===== config.mk =====
export PLATFORM = sky130hd
export DESIGN_NAME = reg_bank_write_arbiter_flat
export DESIGN_NICKNAME = d
export VERILOG_FILES = /design/src/rtl/reg_bank_write_arbiter_if.sv /design/src/rtl/reg_bank_write_arbiter.sv /design/src/flat_wrapper.sv
export SDC_FILE = /design/constraint.sdc
export NUM_CORES = 1
export LEC_CHECK = 0
export CAP_MARGIN = 10
export CORE_MARGIN = 10
export CORE_UTILIZATION = 46
export CTS_BUF_LIST = sky130_fd_sc_hd__clkbuf_8
export DETAILED_ROUTE_END_ITERATION = 8
export GPL_ROUTABILITY_DRIVEN = 0
export PLACE_DENSITY = 0.91
export SLEW_MARGIN = 20
export SYNTH_ARGS = -nofsm -noshare
export SYNTH_HDL_FRONTEND = slang
export SYNTH_SLANG_ARGS = --single-unit

===== constraint.sdc =====
create_clock -name clk -period 3.1 [get_ports clk]
set_input_delay 0.62 -clock clk [delete_from_list [all_inputs] [get_ports clk]]
set_output_delay 0.62 -clock clk [all_outputs]
set_load 0.01 [all_outputs]

===== src/rtl/reg_bank_write_arbiter_if.sv =====
// -----------------------------------------------------------------------------
// reg_bank_write_arbiter_if
//   Bundles the signals between the two write requesters, the arbiter and the
//   register bank's write port.
//   Requester side (per side x = 0/1):
//     reqx   write request           lockx  keep ownership after this write
//     addrx  target register index   datax  write data
//     gntx   write accepted this cycle (driven by the arbiter)
//   Bank side (driven by the arbiter):
//     WriteEnable  one-hot per-register write enable
//     WriteData    shared data to the bank In inputs
//     err_oor      pulse: accepted write addressed a non-existent register
//   Modports: master = requesters/environment, slave = arbiter.
// -----------------------------------------------------------------------------
interface reg_bank_write_arbiter_if #(
  parameter int NUM_REGS = 8,
  parameter int ADDR_W   = 3,
  parameter int DATA_W   = 8
);
  logic                req0;
  logic                lock0;
  logic [ADDR_W-1:0]   addr0;
  logic [DATA_W-1:0]   data0;
  logic                gnt0;

  logic                req1;
  logic                lock1;
  logic [ADDR_W-1:0]   addr1;
  logic [DATA_W-1:0]   data1;
  logic                gnt1;

  logic [NUM_REGS-1:0] WriteEnable;
  logic [DATA_W-1:0]   WriteData;
  logic                err_oor;

  modport master (
    output req0, lock0, addr0, data0,
    output req1, lock1, addr1, data1,
    input  gnt0, gnt1,
    input  WriteEnable, WriteData, err_oor
  );

  modport slave (
    input  req0, lock0, addr0, data0,
    input  req1, lock1, addr1, data1,
    output gnt0, gnt1,
    output WriteEnable, WriteData, err_oor
  );
endinterface


===== src/rtl/reg_bank_write_arbiter.sv =====
// -----------------------------------------------------------------------------
// reg_bank_write_arbiter
//   Shares the single write port of a NUM_REGS x DATA_W register bank between
//   requester 0 (pipeline writeback) and requester 1 (memory/fill path).
//   Round-robin arbitration with an optional lock that lets one side own the
//   port for a multi-cycle burst.
//   Grants are combinational from req/lock and the registered state; a write
//   accepted at edge N drives WriteEnable/WriteData between edges N and N+1,
//   so the bank captures it at edge N+1.
// Ports:
//   clk  clock, rising edge
//   rst  asynchronous reset, active-low (grants forced low while asserted)
//   bus  reg_bank_write_arbiter_if.slave: requester handshakes + bank write port
// -----------------------------------------------------------------------------
module reg_bank_write_arbiter #(
  parameter int NUM_REGS = 8,
  parameter int ADDR_W   = 3,
  parameter int DATA_W   = 8
) (
  input  logic                     clk,
  input  logic                     rst,
  reg_bank_write_arbiter_if.slave  bus
);

  typedef enum logic [1:0] {
    IDLE = 2'd0,
    OWN0 = 2'd1,
    OWN1 = 2'd2
  } state_t;

  state_t              state, state_nxt;
  logic                ptr;        // 0: requester 0 wins a tie, 1: requester 1 wins
  logic                gnt0, gnt1;

  logic [ADDR_W-1:0]   sel_addr;
  logic [DATA_W-1:0]   sel_data;
  logic                sel_oor;
  logic [NUM_REGS-1:0] sel_onehot;

  logic [NUM_REGS-1:0] we_q;
  logic [DATA_W-1:0]   wd_q;
  logic                err_q;

  // ---------------------------------------------------------------------------
  // State register
  // ---------------------------------------------------------------------------
  // NOTE: sequential state uses non-blocking (<=) so every flop samples the
  // pre-edge values regardless of block ordering.
  always_ff @(posedge clk or negedge rst) begin
    if (!rst) state <= IDLE;
    else      state <= state_nxt;
  end

  // ---------------------------------------------------------------------------
  // Grant logic (outputs). An owner that stops requesting releases the port in
  // the same cycle, so the other side is arbitrated without an idle bubble.
  // ---------------------------------------------------------------------------
  // NOTE: every always_comb output gets a default first; a path that leaves a
  // signal unassigned would otherwise infer a latch.
  always_comb begin
    gnt0 = 1'b0;
    gnt1 = 1'b0;
    if (rst) begin
      if (state == OWN0 && bus.req0) begin
        gnt0 = 1'b1;
      end else if (state == OWN1 && bus.req1) begin
        gnt1 = 1'b1;
      end else if (bus.req0 && bus.req1) begin
        gnt0 = ~ptr;
        gnt1 = ptr;
      end else begin
        gnt0 = bus.req0;
        gnt1 = bus.req1;
      end
    end
  end

  // ---------------------------------------------------------------------------
  // Next-state logic: a granted lock enters (or keeps) ownership; anything else
  // (unlocked final write, owner dropped req, no request) returns to IDLE.
  // ---------------------------------------------------------------------------
  always_comb begin
    state_nxt = IDLE;
    if (gnt0 && bus.lock0)      state_nxt = OWN0;
    else if (gnt1 && bus.lock1) state_nxt = OWN1;
  end

  // ---------------------------------------------------------------------------
  // Write-port mux and address decode. Out-of-range addresses decode to an
  // all-zero enable and raise err_oor instead, so the write is still consumed.
  // ---------------------------------------------------------------------------
  always_comb begin
    sel_addr = gnt1 ? bus.addr1 : bus.addr0;
    sel_data = gnt1 ? bus.data1 : bus.data0;
    sel_oor  = (int'(sel_addr) >= NUM_REGS);
    sel_onehot = '0;
    for (int i = 0; i < NUM_REGS; i++) begin
      sel_onehot[i] = (sel_addr == ADDR_W'(i));
    end
  end

  // ---------------------------------------------------------------------------
  // Registered write port and round-robin pointer. The pointer only moves on
  // an accepted write and then favours the side that was not served.
  // ---------------------------------------------------------------------------
  // NOTE: WriteData is reset along with the control flops so the bank input
  // never shows X after reset; there is no storage array here to clear.
  always_ff @(posedge clk or negedge rst) begin
    if (!rst) begin
      ptr   <= 1'b0;
      we_q  <= '0;
      wd_q  <= '0;
      err_q <= 1'b0;
    end else begin
      we_q  <= '0;
      err_q <= 1'b0;
      if (gnt0 || gnt1) begin
        ptr   <= gnt0;
        we_q  <= sel_onehot;
        wd_q  <= sel_data;
        err_q <= sel_oor;
      end
    end
  end

  assign bus.gnt0        = gnt0;
  assign bus.gnt1        = gnt1;
  assign bus.WriteEnable = we_q;
  assign bus.WriteData   = wd_q;
  assign bus.err_oor     = err_q;

endmodule


===== src/flat_wrapper.sv =====
// flat-port wrapper written by rule: the top's interface ports become plain ports
module reg_bank_write_arbiter_flat 
#(
  parameter int NUM_REGS = 8,
  parameter int ADDR_W   = 3,
  parameter int DATA_W   = 8
)
  (clk, rst, bus_req0, bus_lock0, bus_addr0, bus_data0, bus_req1, bus_lock1, bus_addr1, bus_data1, bus_gnt0, bus_gnt1, bus_WriteEnable, bus_WriteData, bus_err_oor);
  reg_bank_write_arbiter_if #(.NUM_REGS(NUM_REGS), .ADDR_W(ADDR_W), .DATA_W(DATA_W)) bus_i ();
  input  logic clk;
  input  logic rst;
  input wire logic [$bits(bus_i.req0)-1:0] bus_req0;
  input wire logic [$bits(bus_i.lock0)-1:0] bus_lock0;
  input wire logic [$bits(bus_i.addr0)-1:0] bus_addr0;
  input wire logic [$bits(bus_i.data0)-1:0] bus_data0;
  input wire logic [$bits(bus_i.req1)-1:0] bus_req1;
  input wire logic [$bits(bus_i.lock1)-1:0] bus_lock1;
  input wire logic [$bits(bus_i.addr1)-1:0] bus_addr1;
  input wire logic [$bits(bus_i.data1)-1:0] bus_data1;
  output wire logic [$bits(bus_i.gnt0)-1:0] bus_gnt0;
  output wire logic [$bits(bus_i.gnt1)-1:0] bus_gnt1;
  output wire logic [$bits(bus_i.WriteEnable)-1:0] bus_WriteEnable;
  output wire logic [$bits(bus_i.WriteData)-1:0] bus_WriteData;
  output wire logic [$bits(bus_i.err_oor)-1:0] bus_err_oor;
  assign bus_i.req0 = bus_req0;
  assign bus_i.lock0 = bus_lock0;
  assign bus_i.addr0 = bus_addr0;
  assign bus_i.data0 = bus_data0;
  assign bus_i.req1 = bus_req1;
  assign bus_i.lock1 = bus_lock1;
  assign bus_i.addr1 = bus_addr1;
  assign bus_i.data1 = bus_data1;
  assign bus_gnt0 = bus_i.gnt0;
  assign bus_gnt1 = bus_i.gnt1;
  assign bus_WriteEnable = bus_i.WriteEnable;
  assign bus_WriteData = bus_i.WriteData;
  assign bus_err_oor = bus_i.err_oor;
  reg_bank_write_arbiter #(.NUM_REGS(NUM_REGS), .ADDR_W(ADDR_W), .DATA_W(DATA_W)) u_core (.clk(clk), .rst(rst), .bus(bus_i));
endmodule

Word-level counts from Yosys, hierarchy flattened
Index checks and enable logic that the tools add are counted.

operators by class
  equal/unequal tests = 9
  mux-type cells = 13
  bitwise logic cells = 1
  reduce and logical (&&, ||, !) cells = 7

operators by type and width
  kind                                                 count
  2-to-1 mux 8 bit                                     2
  equality test 3 bit, second input constant           4
  2-to-1 mux 1 bit                                     8
  equality test 3 x 2 -> 1 bit, second input constant  2
  logical AND 1 bit                                    5
  2-to-1 mux 2 bit                                     2
  equality test 3 x 1 -> 1 bit, second input constant  1
  logical NOT 3 bit                                    1
  2-to-1 mux 3 bit                                     1
  equality test 2 x 1 -> 1 bit, second input constant  1
  equality test 2 bit, second input constant           1
  logical OR 1 bit                                     1
  inverter 1 bit                                       1

storage, ports and cells
  bits in registers = 19
  input port bits = 28
  word-level logic and storage cells = 34

Depth between registers and ports, before layout
Gate-level depths: netlist of run 1.

  depth in word-level cells = 8
  depth in mapped cells = 6
  depth with buffers taken out = 4

Worst setup path before layout of run 1
Ideal clock, no wire load.

  path kind = input-to-output
  start point = input rst
  end point = output bus_gnt1
  arrival = 1,227 ps
  data required time = 2,480 ps
  path slack = 1,253 ps
  stages on the path = 4
  path buffers = 2
  cells stage by stage = buf_2 buf_2 nand2_1 nor2_1

between the ends
  word-level cells in the longest chain between the ends = 1

ends and longest elaborated chain
  element             line                          source
  start: declaration  flat_wrapper.sv:11            input logic rst;
  2-to-1 mux 1 bit    reg_bank_write_arbiter.sv:63  if (rst) begin
  end: declaration    flat_wrapper.sv:21            output wire logic [$bits(bus_i.gnt1)-1:0] bus_gnt1;

Every way passes these cells.

Final worst setup path of run 1
  start point = input bus_req0
  end point = output bus_gnt1

between the ends
  word-level cells in the longest chain between the ends = 5
  elaborated cells between the ends (all ways) = 6
  those cells by class = mux: 4; reduce/logical: 2

ends and longest elaborated chain
  element               line                          source
  start: declaration    flat_wrapper.sv:12            input wire logic [$bits(bus_i.req0)-1:0] bus_req0;
  logical AND 1 bit     reg_bank_write_arbiter.sv:68  end else if (bus.req0 && bus.req1) begin
  2-to-1 mux 1 bit      reg_bank_write_arbiter.sv:68
  2-to-1 mux 1 bit      reg_bank_write_arbiter.sv:66  end else if (state == OWN1 && bus.req1) begin
  2-to-1 mux 1 bit (*)  reg_bank_write_arbiter.sv:64  if (state == OWN0 && bus.req0) begin
  2-to-1 mux 1 bit (*)  reg_bank_write_arbiter.sv:63

Every way passes the cells marked *; elsewhere a longest branch is shown, timed or not.

==> impl_metrics.toml, run 1 <==
[outcome]
outcome = "finished clean"

[grt]
track_usage_pct = 14.8
antenna_found_initial = 0
grt-ovfl-total = 0
grt_pass1_vias = 1177
grt_pass1_wl_mm = 5.42
grt_max_degree = 46

[clock_tree]
cts_max_path_buffers = 2
cts.sinks = 19
cts_hold_buffers = 0
cts_resized = 0
ctsRootBufferMaster = "clkbuf_8"
cts_tree = "built"
clkTransAtPathRegs_ns = 0.07
cts_buffers = 3
cts_max_level = 1
cts_post_setup_buffers_inserted = 0
worstSkewPairLatency_ns = 0.26

[yosys]
yosysWarnings = 0
yosysUniqueCellTypes = 29
yosys.area.top_type = "dfrtp_1"
synth_ff_type = "dfrtp_1"
synth-async-reset-ratio_pct = 100
ys_seq_area_share_pct = 43.7
synth_top_area_share_pct = 43.7
syn_avg_cell_area_um2 = 9.54
synth_area_mm2 = 0.00109
syn_nets = 142
ys_ff_latch = 19
syn_inst = 114
synth_edf_count = 0
ys_top_cells_by_area = "dfrtp_1, a32o_1, nand3_1, o211ai_1, a21oi_1"

[floorplanning]
ios = 47
dieArea_mm2 = 0.00471
die_height_um = 68.6
start_util_pct = 48.7
rows = 17
core_area_mm2 = 0.00223
die_w_um = 68.6

[sta]
drv_slew = 0
rsz0062_at_grt = "false"
finalHoldViolCount = 0
skew_ns = 0.00373
finalCritPeriodShare_pct = 86.4
tns_ns = 0
maxSlewHeadroom_pct = 60.0
max_freq_ghz = 0.373
period_needed_ns = 2.68
setup_viol = 0
worst_pin_slew_ns = 0.599

[setup_path]
crit_type = "in -> out"
cp.arrival_ns = 2.06
start_kind = "input port"
critPathRequiredTime_ns = 2.48
reg2reg_from = "u_core.state[0]"
end_kind = "output port"
rrSetupSlack_ns = 1.43
timing.rr.end = "u_core.bus.WriteEnable[5]"
cp_max_fo = 6
ff2ff_path_depth = 5

[placement]
io_buffers = 45
hpwlAfterDp_mm = 2.58

[drt]
drc = 0
wl_per_cell_um = 18.2
drt-vias-per-instance = 5.86
first_pass_iters = 4
drt_iter0_markers = 106
via_count = 1084
drt-total-wl_mm = 3.37
antenna_left = 0

[power_and_ir_drop]
total_power_w = 0.000684
peakVddDrop_mv = 0.353
p_leak_nw = 0.618
power_density_mw_per_mm2 = 430

[layout]
final_cell_mix = "clkdlybuf4s50_1, dfrtp_1, nand3_1"
n_antenna_cell = 0
final_common_cell = "clkdlybuf4s50_1"
fin_nets = 186
drive_above_1_share_pct = 8.28
syn_to_final_growth_pct = 46.3

[worst_hold_path]
min_path_type = "in -> async"

[job]
maxCapViolCount = 0
[flip-flops by register name, summed over array words and instances, names as in the netlist]
register and cells:
u_core.bus.WriteEnable 8, u_core.ptr 1, u_core.state 2, u_core.bus.WriteData 8
[cell families after synthesis]
logic type | synth area share (%)
AO/OA/AOI/OAI | 29.7
buffers and inverters | 5.98
other | 0.345
flip-flops | 43.7
AND/OR/NAND/NOR | 20.3
[stage by stage]
stage	cells	worst slack [ns]	utilization (%)	cell area (um2)	hold WS, ns
after CTS	185	0.448	71.2	1590	0.166
after floorplan	114	1.25	-	1090	0.324
final	185	0.422	71.2	1590	0.161
after detailed placement	181	0.442	69.1	1540	0.441
after global routing	185	0.364	71.2	1590	0.157
after global placement	181	0.486	69.1	1540	0.442
[critical path, cell delays in order]
cell	delay (ns)
clkdlybuf4s50_1	0.57
inv_1	0.10
o22ai_2	0.21
nor2_1	0.08
clkdlybuf4s50_1	0.48
[layout make-up]
cell class | count | area [um2]
sequential | 19 | 475
multi-input combinational | 81 | 547
timing repair buffer | 48 | 468
fill | 175 | 643
inverter | 5 | 18.8
clock inverter | 1 | 5.00
clock buffer | 3 | 41.3
tap | 28 | 35.0
[layer usage]
layer | up-vias | global-route usage (%) | wire length [um]
li1 | 523 | - | -
met1 | 523 | 14.7 | 1200
met2 | 33 | 27.9 | 1880
met3 | 5 | 4.51 | 253
met4 | 0 | 6.28 | 44
met5 | - | 0 | 0
[worst max-delay path by stage]
stage	slack, ns	cells after the start	endpoint	startpoint
after global routing	0.36	5	bus_gnt1	bus_req0
after global placement	0.49	5	bus_gnt1	bus_req0
after detailed placement	0.44	5	bus_gnt1	bus_req0
after floorplan	1.25	4	bus_gnt1	rst
after CTS	0.45	5	bus_gnt1	bus_req0
final	0.42	5	bus_gnt1	bus_req0
[synth_stat cells (2+ instances only)]
master	count
o211ai_1	9
clkbuf_1	3
nand2_1	6
o22ai_1	2
nand2b_1	3
nand4_1	2
and2_1	3
a21oi_1	10
inv_1	4
buf_2	4
dfrtp_1	19
nand3_1	16
buf_4	2
nor2_1	5
a32o_1	12
[power breakdown]
part	internal, W	switching [W]	total (W)
logic	0.000115	0.0000965	0.000211
clock network	0.0000896	0.0000880	0.000178
registers	0.000275	0.0000209	0.000296
total	0.000479	0.000205	0.000684
Power figures use the tool's default switching activity.
==> run 2, diff against run 1 <==
Settings changed: CORE_UTILIZATION 46 to 43, CTS_CLUSTER_SIZE set to 28, PLACE_DENSITY 0.91 to 0.86.
Clock period 3.1 ns to 2.8 ns, I/O delays scaled along.
==> run 2 against run 1 <==
Count of clock-buffer cells in the layout is the same. Final area is 0.31% higher. Die area grew 4.9%. Critical path depth unchanged. Final cell count is 1.1% higher. First-iteration DRC count fell by 47%. Via count rose by 3.4%. Global-route usage decreased by 2.1 points. Critical path type unchanged.
==> impl_metrics.toml, run 2 (synthesis results as in run 1) <==
[drt]
antenna_left = 0
first_pass_iters = 4
via_count = 1121
drt_iter0_markers = 56
drc = 0
drt-vias-per-instance = 5.99
drt-total-wl_mm = 3.23
wl_per_cell_um = 17.3

[layout]
n_fill_cell = 197
final_cell_mix = "clkdlybuf4s50_1, dfrtp_1, nand3_1"
n_antenna_cell = 0
final_common_cell = "clkdlybuf4s50_1"
drive_above_1_share_pct = 8.28
fin_nets = 186
syn_to_final_growth_pct = 46.7

[floorplanning]
rows = 18
core_area_mm2 = 0.00245
start_util_pct = 44.3
dieArea_mm2 = 0.00494
die_height_um = 70.3
ios = 47
die_w_um = 70.3

[sta]
period_needed_ns = 2.56
skew_ns = 0.00514
worst_pin_slew_ns = 0.594
drv_slew = 0
tns_ns = 0
finalCritPeriodShare_pct = 91.3
rsz0062_at_grt = "false"
finalHoldViolCount = 0
max_freq_ghz = 0.391
hold_ws_ns = 0.124
setup_viol = 0
maxSlewHeadroom_pct = 60.3

[worst_hold_path]
min_path_type = "in -> async"

[grt]
grt_max_degree = 44
grt_pass1_vias = 1126
track_usage_pct = 12.7
antenna_found_initial = 0
grt_pass1_wl_mm = 5.28
grt-ovfl-total = 0

[setup_path]
critPathRequiredTime_ns = 2.24
rrSetupSlack_ns = 1.16
timing.rr.end = "u_core.bus.WriteEnable[5]"
ff2ff_path_depth = 5
crit_type = "in -> out"
cp.arrival_ns = 2.00
start_kind = "input port"
crit_end = "bus_gnt1"
crit_start = "bus_req0"
end_kind = "output port"
reg2reg_from = "u_core.state[0]"
cp_max_fo = 6

[clock_tree]
cts_post_setup_buffers_inserted = 0
cts_tree = "built"
cts_resized = 0
cts_max_path_buffers = 2
worstSkewPairLatency_ns = 0.26
cts_max_level = 1
cts_hold_buffers = 0
cts_buffers = 3
cts.sinks = 19
clkTransAtPathRegs_ns = 0.08
ctsRootBufferMaster = "clkbuf_8"

[outcome]
outcome = "finished clean"

[power_and_ir_drop]
p_leak_nw = 0.614
peakVddDrop_mv = 0.437
total_power_w = 0.000757
power_density_mw_per_mm2 = 475

[placement]
hpwlAfterDp_mm = 2.51
io_buffers = 45

[job]
maxCapViolCount = 0
==> run 2: changes by cell type in the layout (fill, tap and decap cells not counted) <==
cell and delta:
clkinvlp_4 +1, clkinv_2 -1
==> run 2: stage by stage <==
stage                     utilization (%)  cells  cell area, um2  setup WS (ns)
after floorplan                         -    114            1090           1.07
after global placement               63.0    183            1550          0.281
after detailed placement             63.0    183            1550          0.239
after CTS                            65.0    187            1600          0.239
after global routing                 65.0    187            1600          0.100
final                                65.0    187            1600          0.244
==> run 2: critical path, cell delays in order <==
cell             delay (ns)
clkdlybuf4s50_1        0.50
inv_1                  0.13
o22ai_2                0.10
nor2_1                 0.15
clkdlybuf4s50_1        0.56
==> run 2: area by class of cell <==
class                           count  area [um2]  share of cell area, %
Multi-Input combinational cell     81         547                   34.3
Sequential cell                    19         475                   29.8
Timing Repair Buffer               48         468                   29.3
Clock buffer                        3        41.3                   2.59
Tap cell                           30        37.5                   2.35
Inverter                            5        18.8                   1.18
Clock inverter                      1        7.51                  0.471
==> run 2: worst min-delay path by stage <==
stage,from,endpoint
after floorplan,rst,u_core.bus.WriteData[0]
after global placement,rst,u_core.state[0]
after detailed placement,rst,u_core.state[0]
after CTS,rst,u_core.bus.WriteEnable[4]
after global routing,rst,u_core.bus.WriteEnable[4]
final,rst,u_core.bus.WriteEnable[4]
==> run 2: power by group <==
part / switching (W) / total (W) / internal [W]
Combinational: 0.000107 / 0.000234 / 0.000127
Clock: 0.0000956 / 0.000196 / 0.000100
Sequential: 0.0000232 / 0.000327 / 0.000304
==> run 2: routing by layer <==
layer,vias to the layer above,global-route usage [%],wire length [um]
met5,-,0,0
met4,0,3.07,40
met3,8,5.23,219
met2,51,23.1,1690
met1,539,13.2,1280
li1,523,-,-
==> variant: new RTL, flow settings as in run 2 <==
`DATA_W` is set to 8 in 3 places; all go to 10.
--- a/src/rtl/reg_bank_write_arbiter_if.sv
+++ b/src/rtl/reg_bank_write_arbiter_if.sv
@@ -17,3 +17,3 @@
   parameter int ADDR_W   = 3,
-  parameter int DATA_W   = 8
+  parameter int DATA_W   = 10
 );
--- a/src/rtl/reg_bank_write_arbiter.sv
+++ b/src/rtl/reg_bank_write_arbiter.sv
@@ -17,3 +17,3 @@
   parameter int ADDR_W   = 3,
-  parameter int DATA_W   = 8
+  parameter int DATA_W   = 10
 ) (
--- a/src/flat_wrapper.sv
+++ b/src/flat_wrapper.sv
@@ -5,3 +5,3 @@
   parameter int ADDR_W   = 3,
-  parameter int DATA_W   = 8
+  parameter int DATA_W   = 10
 )
Interface: changed (resized bus_WriteData, bus_data0 and bus_data1); port bits go from 47 to 53. No check against the original RTL was run, so the function may have changed too.
==> variant against run 2 <==
- cell count is 7.0% higher
- routed wire length up 11%
- total power grew 9.6%
- area after synthesis is 5.5% higher
- critical path depth is the same
- sequential cell count is 2 higher
- final area grew 8.2%
- sequential share of layout area increased by 0.63 points
- core utilization up 3.5 points
- count of clock-buffer cells in the layout is the same
- hold slack better by 0.45 ns
- synthesized cell count is 3.5% higher
- setup slack got worse by 0.17 ns
==> variant: results (changes against run 2) <==
outcome=completed (unchanged); met3 Usage GRT=0.04270 (was 0.05226); buffering overhead=0.3174 (was 0.2933); clk_skew=0.001615 ns (was 0.005136 ns); reg2reg end=u_core.bus.WriteData[2] (was u_core.bus.WriteEnable[5]); library cells used by synthesis=28 (was 29); critical path peak fanout=10 (was 6); M2 GR Usage=0.2667 (was 0.2305); final setup margin=0.07027 ns (was 0.2437 ns); relative slew slack=0.4914 (was 0.6030); routing usage on met1=0.1484 (was 0.1317); Power Density=480.7 nW/um2 (was 474.5 nW/um2); Worst R2R Start=u_core.state[1] (was u_core.state[0]); layout cell share with drive strength beyond 1=0.07647 (was 0.08280); Worst Path Arrival=2.17 ns (was 2.00 ns); Clock-cell share=0.02609 (was 0.03059); IO Port Bufs=51 (was 45); final WL=3578 um (was 3233 um); Lkg Pwr=0.7230 nW (was 0.6142 nW); gate count after technology mapping=118 (was 114); largest net degree at the start of global routing=31 (was 44); R2R setup slack=1.23 ns (was 1.16 ns); sequential share of cell area=0.3043 (was 0.2980); post-DP HPWL=2875 um (was 2507 um); area of the multi-input gates=521.8 um2 (was 546.8 um2); WL per Instance=17.89 um (was 17.29 um); combinational share of power=0.324 (was 0.309); Peak VDD IR=340.1 uV (was 437.2 uV); area grow syn2layout=50.49% (was 46.72%); Seq pwr share=0.441 (was 0.433); Starting DRT DRC Count=94 (was 56); All-Layer GR Usage=0.1417 (was 0.1274); DP Cell Count=196 (was 183); dpl cell area=1682 um2 (was 1546 um2); post-synthesis compound-gate area fraction=0.3086 (was 0.2969); Sw Pwr=0.2438 mW (was 0.2254 mW); Signal buffers=56 (was 48); invs w/o clock=13 (was 5); synth cell count leaders=dfrtp_1, inv_1, o21ai_0 (was dfrtp_1, nand3_1, a32o_1); Hold Path Class=flop to flop (was input pin to async pin); vias in the first global route=1248 (was 1126); synthesized net count=150 (was 142)
-- variant: metrics by stage --
step	total power [mW]	utilization	hold WS, ns
final	0.8300	0.6845	0.5779
after global routing	0.8792	0.6845	0.6417
after CTS	0.8354	0.6845	0.5744
after detailed placement	0.6402	0.6667	0.5531
after global placement	0.6265	0.6667	0.5450
after floorplan	0.4885	-	0.2644
-- variant: worst register-to-register path, cell delays in order (launching register included) --
cell	delay [ns]
dfrtp_1	0.37
nand2b_1	0.22
o22ai_4	0.25
nor2_2	0.08
buf_4	0.18
a221o_1	0.36
-- variant: worst max path at each step --
| stage | start | end | cells past startpoint |
|---|---|---|---|
| 2_1_floorplan | bus_req0 | bus_gnt1 | 5 |
| 3_3_place_gp | bus_req0 | bus_gnt1 | 5 |
| 3_5_place_dp | bus_req0 | bus_gnt1 | 5 |
| 4_1_cts | bus_req0 | bus_gnt1 | 5 |
| 5_1_grt | bus_req0 | bus_gnt0 | 4 |
| 6_report | bus_req0 | bus_gnt1 | 5 |
